[config.mk]
export PLATFORM = sky130hd
export DESIGN_NAME = core_id_issue_ctrl
export DESIGN_NICKNAME = d
export VERILOG_FILES = /design/src/rtl/core_id_issue_ctrl.sv
export SDC_FILE = /design/constraint.sdc
export NUM_CORES = 1
export LEC_CHECK = 0
export BUFFER_PORTS_ARGS = -buffer_cell sky130_fd_sc_hd__buf_2
export CAP_MARGIN = 10
export CORE_ASPECT_RATIO = 1.5
export CORE_MARGIN = 2
export CORE_UTILIZATION = 55
export CTS_CLUSTER_SIZE = 40
export DETAILED_ROUTE_END_ITERATION = 16
export GPL_ROUTABILITY_DRIVEN = 0
export GPL_TIMING_DRIVEN = 0
export PLACE_DENSITY_LB_ADDON = 0.05
export RECOVER_POWER = 50
export SLEW_MARGIN = 5
export SYNTH_ARGS = -nofsm -noshare
export SYNTH_HDL_FRONTEND = slang
export SYNTH_SLANG_ARGS = --single-unit
[constraint.sdc]
create_clock -name clk -period 6.2 [get_ports clk]
set_clock_uncertainty 0.05 [all_clocks]
set_input_delay 1.24 -clock clk [delete_from_list [all_inputs] [get_ports clk]]
set_output_delay 1.24 -clock clk [all_outputs]
set_load 0.01 [all_outputs]
[src/rtl/core_id_issue_ctrl.sv]
// core_id_issue_ctrl
// Issue controller between decode and execute. It checks decoded operands
// against a 32-entry write-pending scoreboard and stalls on RAW/WAW hazards.
// Hazard-free instructions go into a single registered issue slot that
// execute drains through a valid/ready handshake.
// Ports:
//   clk, rst_n            core clock, async active-low reset
//   i_id_valid/o_id_ready decode handshake (o_id_ready is combinational)
//   i_rs*/i_rd*           decoded operand enables and indices
//   o_ex_valid/i_ex_ready issue slot handshake toward execute
//   o_ex_rd_wen/idx       destination of the slot instruction
//   i_wb_valid/rd_idx     retiring write, clears its pending bit
//   i_flush               kill decode and the unaccepted slot
//   o_scoreboard          pending-write bit per register
//   o_stall_cnt           saturating count of hazard-stall cycles
module core_id_issue_ctrl #(
  parameter int unsigned RFIDX_W     = 5,
  parameter int unsigned STALL_CNT_W = 32
) (
  input  logic                   clk,
  input  logic                   rst_n,
  input  logic                   i_id_valid,
  output logic                   o_id_ready,
  input  logic                   i_rs1_ren,
  input  logic                   i_rs2_ren,
  input  logic                   i_rd_wen,
  input  logic [RFIDX_W-1:0]     i_rs1_idx,
  input  logic [RFIDX_W-1:0]     i_rs2_idx,
  input  logic [RFIDX_W-1:0]     i_rd_idx,
  output logic                   o_ex_valid,
  input  logic                   i_ex_ready,
  output logic                   o_ex_rd_wen,
  output logic [RFIDX_W-1:0]     o_ex_rd_idx,
  input  logic                   i_wb_valid,
  input  logic [RFIDX_W-1:0]     i_wb_rd_idx,
  input  logic                   i_flush,
  output logic [31:0]            o_scoreboard,
  output logic [STALL_CNT_W-1:0] o_stall_cnt
);

  localparam int unsigned NREG = 32;

  typedef enum logic {
    S_EMPTY = 1'b0,
    S_FULL  = 1'b1
  } slot_state_e;

  slot_state_e            state_q, state_d;
  logic                   ex_rd_wen_q, ex_rd_wen_d;
  logic [RFIDX_W-1:0]     ex_rd_idx_q, ex_rd_idx_d;
  logic [NREG-1:0]        sb_q, sb_d;
  logic [STALL_CNT_W-1:0] stall_cnt_q, stall_cnt_d;

  logic            ex_valid;
  logic [NREG-1:0] wb_mask, fk_mask, set_mask, eff;
  logic            rs1_haz, rs2_haz, rd_haz, hazard, slot_free, issue;

  assign ex_valid = (state_q == S_FULL);

  // Same-cycle writeback resolves the hazard it retires.
  always_comb begin
    wb_mask = '0;
    if (i_wb_valid) wb_mask = NREG'(1) << i_wb_rd_idx;
    eff = sb_q & ~wb_mask;
  end

  // Hazard detection and issue decision.
  always_comb begin
    rs1_haz   = i_rs1_ren & (i_rs1_idx != '0) & eff[i_rs1_idx];
    rs2_haz   = i_rs2_ren & (i_rs2_idx != '0) & eff[i_rs2_idx];
    rd_haz    = i_rd_wen  & (i_rd_idx  != '0) & eff[i_rd_idx];
    hazard    = rs1_haz | rs2_haz | rd_haz;
    slot_free = ~ex_valid | i_ex_ready;
    issue     = i_id_valid & ~hazard & slot_free & ~i_flush;
  end

  assign o_id_ready = issue;

  // Slot state register.
  always_ff @(posedge clk or negedge rst_n) begin
    if (!rst_n) state_q <= S_EMPTY;
    else        state_q <= state_d;
  end

  // Slot next state; flush overrides everything.
  always_comb begin
    state_d = state_q;
    if (i_flush)                          state_d = S_EMPTY;
    else if (issue)                       state_d = S_FULL;
    else if (ex_valid && i_ex_ready)      state_d = S_EMPTY;
  end

  // Slot outputs.
  always_comb begin
    o_ex_valid  = ex_valid;
    o_ex_rd_wen = ex_rd_wen_q;
    o_ex_rd_idx = ex_rd_idx_q;
  end

  // Slot payload, scoreboard and stall counter next values.
  always_comb begin
    ex_rd_wen_d = ex_rd_wen_q;
    ex_rd_idx_d = ex_rd_idx_q;
    if (issue) begin
      ex_rd_wen_d = i_rd_wen;
      ex_rd_idx_d = i_rd_idx;
    end

    // A killed slot never reaches execute, so no writeback will clear it.
    fk_mask = '0;
    if (i_flush && ex_valid && !i_ex_ready && ex_rd_wen_q)
      fk_mask = NREG'(1) << ex_rd_idx_q;

    set_mask = '0;
    if (issue && i_rd_wen && (i_rd_idx != '0))
      set_mask = NREG'(1) << i_rd_idx;

    // Set applied last so it wins over a same-cycle clear.
    sb_d    = (sb_q & ~wb_mask & ~fk_mask) | set_mask;
    sb_d[0] = 1'b0;

    stall_cnt_d = stall_cnt_q;
    if (i_id_valid && hazard && !i_flush && (stall_cnt_q != '1))
      stall_cnt_d = stall_cnt_q + STALL_CNT_W'(1);
  end

  always_ff @(posedge clk or negedge rst_n) begin
    if (!rst_n) begin
      ex_rd_wen_q <= 1'b0;
      ex_rd_idx_q <= '0;
      sb_q        <= '0;
      stall_cnt_q <= '0;
    end else begin
      ex_rd_wen_q <= ex_rd_wen_d;
      ex_rd_idx_q <= ex_rd_idx_d;
      sb_q        <= sb_d;
      stall_cnt_q <= stall_cnt_d;
    end
  end

  assign o_scoreboard = sb_q;
  assign o_stall_cnt  = stall_cnt_q;

endmodule

Yosys cells after proc, flatten, opt, wreduce, memory -nomap -nowiden
Index checks and enable logic that the tools add are counted.
W data, S select, Z words.
{ "totals": {"elab_cells": 60, "reg_bits": 70, "input_bits": 29} }
{ "classes": {"reduce_logical": 15, "shifts": 3, "n_lt_le_gt_ge": 3, "n_addsub": 1, "n_bitwise": 20, "eq_ne": 1, "mux": 12} }
{ "op_table": {"columns": ["op", "n"], "rows": [
  ["$mux W32", 3],
  ["$shl A1 B5 Y32 const A", 3],
  ["$and A32 B32 Y32", 2],
  ["$not A32 Y32", 2],
  ["$add A32 B1 Y32 const B", 1],
  ["$ne A32 B32 Y1 const B", 1],
  ["$or A32 B32 Y32", 1],
  ["$lt A5 B6 Y1 const B", 3],
  ["$bmux W1 S5", 3],
  ["$reduce_bool A5 Y1", 3],
  ["$and A1 B1 Y1", 9],
  ["$logic_and A1 B1 Y1", 9],
  ["$mux W1", 6],
  ["$not A1 Y1", 3],
  ["$or A1 B1 Y1", 3],
  ["$reduce_bool A3 Y1", 1],
  ["$logic_not A1 Y1", 2]
]} }

Depth between registers and ports, before layout
{ "logic_depth": {"depth_word": 17, "ltp_mapped": 13, "depth_no_buf": 9} }

Least setup slack after synthesis
OpenSTA, ideal clock, no wires.
{ "synth_timing": {"path_type": "input to output", "startpoint": "input port i_wb_rd_idx[2]", "endpoint": "output port o_id_ready", "t_arrival_ps": 3593, "path_buffers": 3, "setup_slack_ps": 1317, "path_stages": 12, "required_ps": 4910, "path_cell_list": "buf_2 or4b_4 o21ai_2 mux2i_1 a211o_1 a211oi_1 nand3_1 nor3b_4 nand2_1 buf_4 buf_6 inv_1"} }
{ "synth_between": {"elab_chain_len": 13} }
{ "synth_rtl": {"columns": ["element", "line", "text"], "rows": [
  ["start, declared", "35", "input logic [RFIDX_W-1:0] i_wb_rd_idx,"],
  ["$shl A1 B5 Y32 (*)", "63", "if (i_wb_valid) wb_mask = NREG'(1) << i_wb_rd_idx;"],
  ["$mux W32 (*)", "63", null],
  ["$not A32 Y32 (*)", "64", "eff = sb_q & ~wb_mask;"],
  ["$and A32 B32 Y32 (*)", "64", null],
  ["$bmux W1 S5 (on tied branches)", "69, 70", null],
  ["$mux W1 (on tied branches)", "69, 70", null],
  ["$and A1 B1 Y1 (on tied branches)", "69, 70", null],
  ["$or A1 B1 Y1", "72", "hazard = rs1_haz | rs2_haz | rd_haz;"],
  ["$or A1 B1 Y1 (*)", "72", null],
  ["$not A1 Y1 (*)", "74", "issue = i_id_valid & ~hazard & slot_free & ~i_flush;"],
  ["$and A1 B1 Y1 (*) (3 in series)", "74", null],
  ["end, declared", "23", "output logic o_id_ready,"]
]} }
Mark *: on every way between the ends. The rest lies on a longest branch, timed or not. The select of a mux whose other input is x is not followed.

Worst setup path in the final report
{ "layout_timing": {"startpoint": "input port i_wb_rd_idx[0]", "endpoint": "output port o_id_ready"} }
Same word-level chain as after synthesis.

==> results.ini <==
[yosys]
yosys-mux-area-fraction_pct = 10.2
synthCells = 512
synth_compound_area_share_pct = 18.3
synth_xor_area_share_pct = 6.46
yosys_warnings = 0
synth-main-ff-cell = dfrtp_1
async_reset_ff_share_pct = 100
syn_area_mm2 = 0.00475
synth-edff-count = 0
synth_fp_nets = 542
synth.top_cell.area_share_pct = 36.9
synth_area_per_cell_um2 = 9.27
synth.distinct_cells = 57
ys_ff_latch = 70
synth_fa_ha_area_share_pct = 0.264
ys_seq_area_share_pct = 36.9
synth_top_family_by_area = simple AND/OR/NAND/NOR gates
yosys.area.top_type = dfrtp_1
synth_simple_gate_area_share_pct = 23.7
netlist_top_cells_area = dfrtp_1 (37%), xor2_1 (6.1%), mux4_2 (5.7%)

[grt]
grt_usage_pct = 35.3
grt_util_met3_pct = 6.90
antenna_found_initial = 0
grt_remaining_overflow = 0
grt_pass1_wl_um = 25000
globalRouteMet2Util_pct = 58.0
grt_pass1_vias = 4751
grt_max_degree = 71
top_usage_layer = met2
use_met1_pct = 40.3

[setup_path]
critPathArrivalTime_ns = 4.74
start_kind = primary input
critical_path_class = in -> out
critPathCaptureType = output pin
cp_max_fo = 10
required_ns = 4.91

[clocking]
cts_buffer_depth = 2
cts_hold_buf = 0
cts_buffers = 9
h-tree-depth = 3
clkTransAtPathRegs_ns = 0.06
cts_setup_buffers = 0
post_cts_resize_count = 0
cts_tree = done
cts_root_buf = clkbuf_16
cts_sinks = 70
clk-insertion-delay-late_ns = 0.34

[cells_and_area]
antennaDiodeCount = 0
fin_area_mm2 = 0.00561
final_common_cell = dfrtp_1
final_cell_mix = dfrtp_1 (70), buf_2 (58), clkbuf_1 (56)
nets = 643
drive_above_1_share_pct = 17.5
final.fill_count = 747
syn2layout_area_growth_pct = 18.2

[sta]
worst_pin_slew_ns = 3.72
timing.final.crit_share_pct = 97.3
drv_slew = 71
period_needed_ns = 6.03
whs_ns = 0.434
finalSetupTns_ns = 0
fmax_mhz = 166
setup_viol = 0
hold_violations = 0
rsz0062_at_grt = false
maxSlewHeadroom_pct = -148

[status]
failed_checks = capacitance limit, slew limit
status = complete, but fails checks

[floorplanning]
die_w_um = 79.9
fp.dieH_um = 118
core_area_mm2 = 0.00841
rows = 41
die_area_mm2 = 0.00941
start_util_pct = 56.4
pin_count = 101

[placed_design]
placed_cell_area_mm2 = 0.00534
io_buffers = 90
hpwl_um = 12000

[route]
drt_first_pass_iters = 5
ant_nets = 0
drc = 0
vias = 4885
detail_route.wl_per_cell_um = 22.3
via_per_inst = 6.75
wirelength_um = 16100
first_iter_violations = 578

[power]
switching_share_pct = 31.9
comb_power_share_pct = 23.6
power_density_mw_per_mm2 = 259
pwr-share-clk_pct = 38.4
fin_total_pwr_uw = 1450
worst_ir_drop_vdd_uv = 221
p_sw_uw = 464
p_int_uw = 990
power.leakage_uw = 0.00243
power_frac_seq_pct = 38.0

[min_path]
min_path_type = reg -> reg

[run]
maxCapViolations = 1

[registers in the layout, summed over array words and instances, names as in the netlist]
| register | cells |
|---|---|
| o_ex_rd_idx | 5 |
| o_ex_valid | 1 |
| o_scoreboard | 31 |
| o_stall_cnt | 32 |
| o_ex_rd_wen | 1 |
[cell type report]
class	instances	area (µm²)	share of cell area [%]
Inverter	11	41.3	0.736
Timing Repair Buffer	90	405	7.23
Buffer	34	155	2.77
Tap cell	107	134	2.39
Sequential cell	70	1750	31.2
Clock buffer	10	239	4.26
Multi-Input combinational cell	397	2800	49.9
Clock inverter	5	83.8	1.49
[worst max-delay path: stages]
cell       delay (ns)
buf_2            0.10
buf_2            0.19
or2_0            0.36
o21ai_0          0.87
o32ai_1          0.18
a2111oi_0        0.39
o211ai_1         0.16
o311ai_1         0.16
nor3b_4          0.44
nand2_1          0.12
buf_4            0.21
buf_6            0.15
inv_1            0.05
buf_2            0.11
[cells in the mapped netlist (3+ instances only)]
cell       number
dfrtp_1        70
nor2_1         46
xor2_1         33
o21ai_0        32
nand2_1        30
nand3_1        23
o31ai_1        23
nor3_1         21
o21bai_1       21
clkbuf_1       20
nand4_1        18
mux2_2         12
mux4_2         12
o32ai_1        12
inv_1          11
or3_1          11
nand2b_1        9
mux2i_1         8
nor2b_1         8
buf_1           6
and4_1          5
nand4b_1        5
o2111ai_1       5
and3_1          4
buf_2           4
nand3b_1        4
nor3b_1         4
o211ai_1        4
o311ai_0        4
a21oi_1         3
nand4bb_1       3
nor4_1          3
nor4b_1         3
[through the flow]
stage               worst slack [ns]  util [%]  instances
finish                         0.170      66.7        724
global route                  0.0386      66.7        724
CTS                            0.231      67.3        724
detailed placement             0.263      63.4        709
global placement               0.341      63.4        709
floorplan                       1.32         -        512
[power groups by stage]
stage               logic [µW]  clock network [µW]  registers (µW)
global route               366                 582             557
detailed placement         340                   0             558
global placement           333                   0             555
CTS                        342                 565             550
floorplan                  182                   0             568
finish                     342                 559             552
[path summary, 6_finish.rpt]
kind,start,to,slack (ns),depth (start not counted)
setup / recovery,i_wb_rd_idx[0],o_id_ready,0.17,14
hold / removal,o_stall_cnt[16],o_stall_cnt[16],0.43,1
setup reg to reg,o_stall_cnt[6],o_stall_cnt[24],3.11,11
hold reg to reg,o_stall_cnt[16],o_stall_cnt[16],0.43,1
max in group asynchronous,rst_n,o_scoreboard[15],1.88,1
min in group asynchronous,rst_n,o_stall_cnt[18],2.13,1
[per-layer routing]
layer | wire length [µm] | up-vias | part of all wire [%]
li1 | - | 2137 | -
met5 | 0 | - | 0
met3 | 1250 | 94 | 7.8
met1 | 5580 | 2305 | 35
met4 | 1320 | 0 | 8.2
met2 | 7980 | 349 | 49
[cell families (layout without fill, tap and decap cells)]
kind of cell | after synthesis | in the layout
xor gates and xnor gates | 35 | 35
DFF | 70 | 70
buffers and inverters | 45 | 150
other | 1 | 1
muxes | 32 | 32
adders and majority gates | 1 | 1
AOI/OAI and AO/OA | 123 | 123
and+or+nand+nor | 205 | 205
Power figures use the tool's default switching activity.
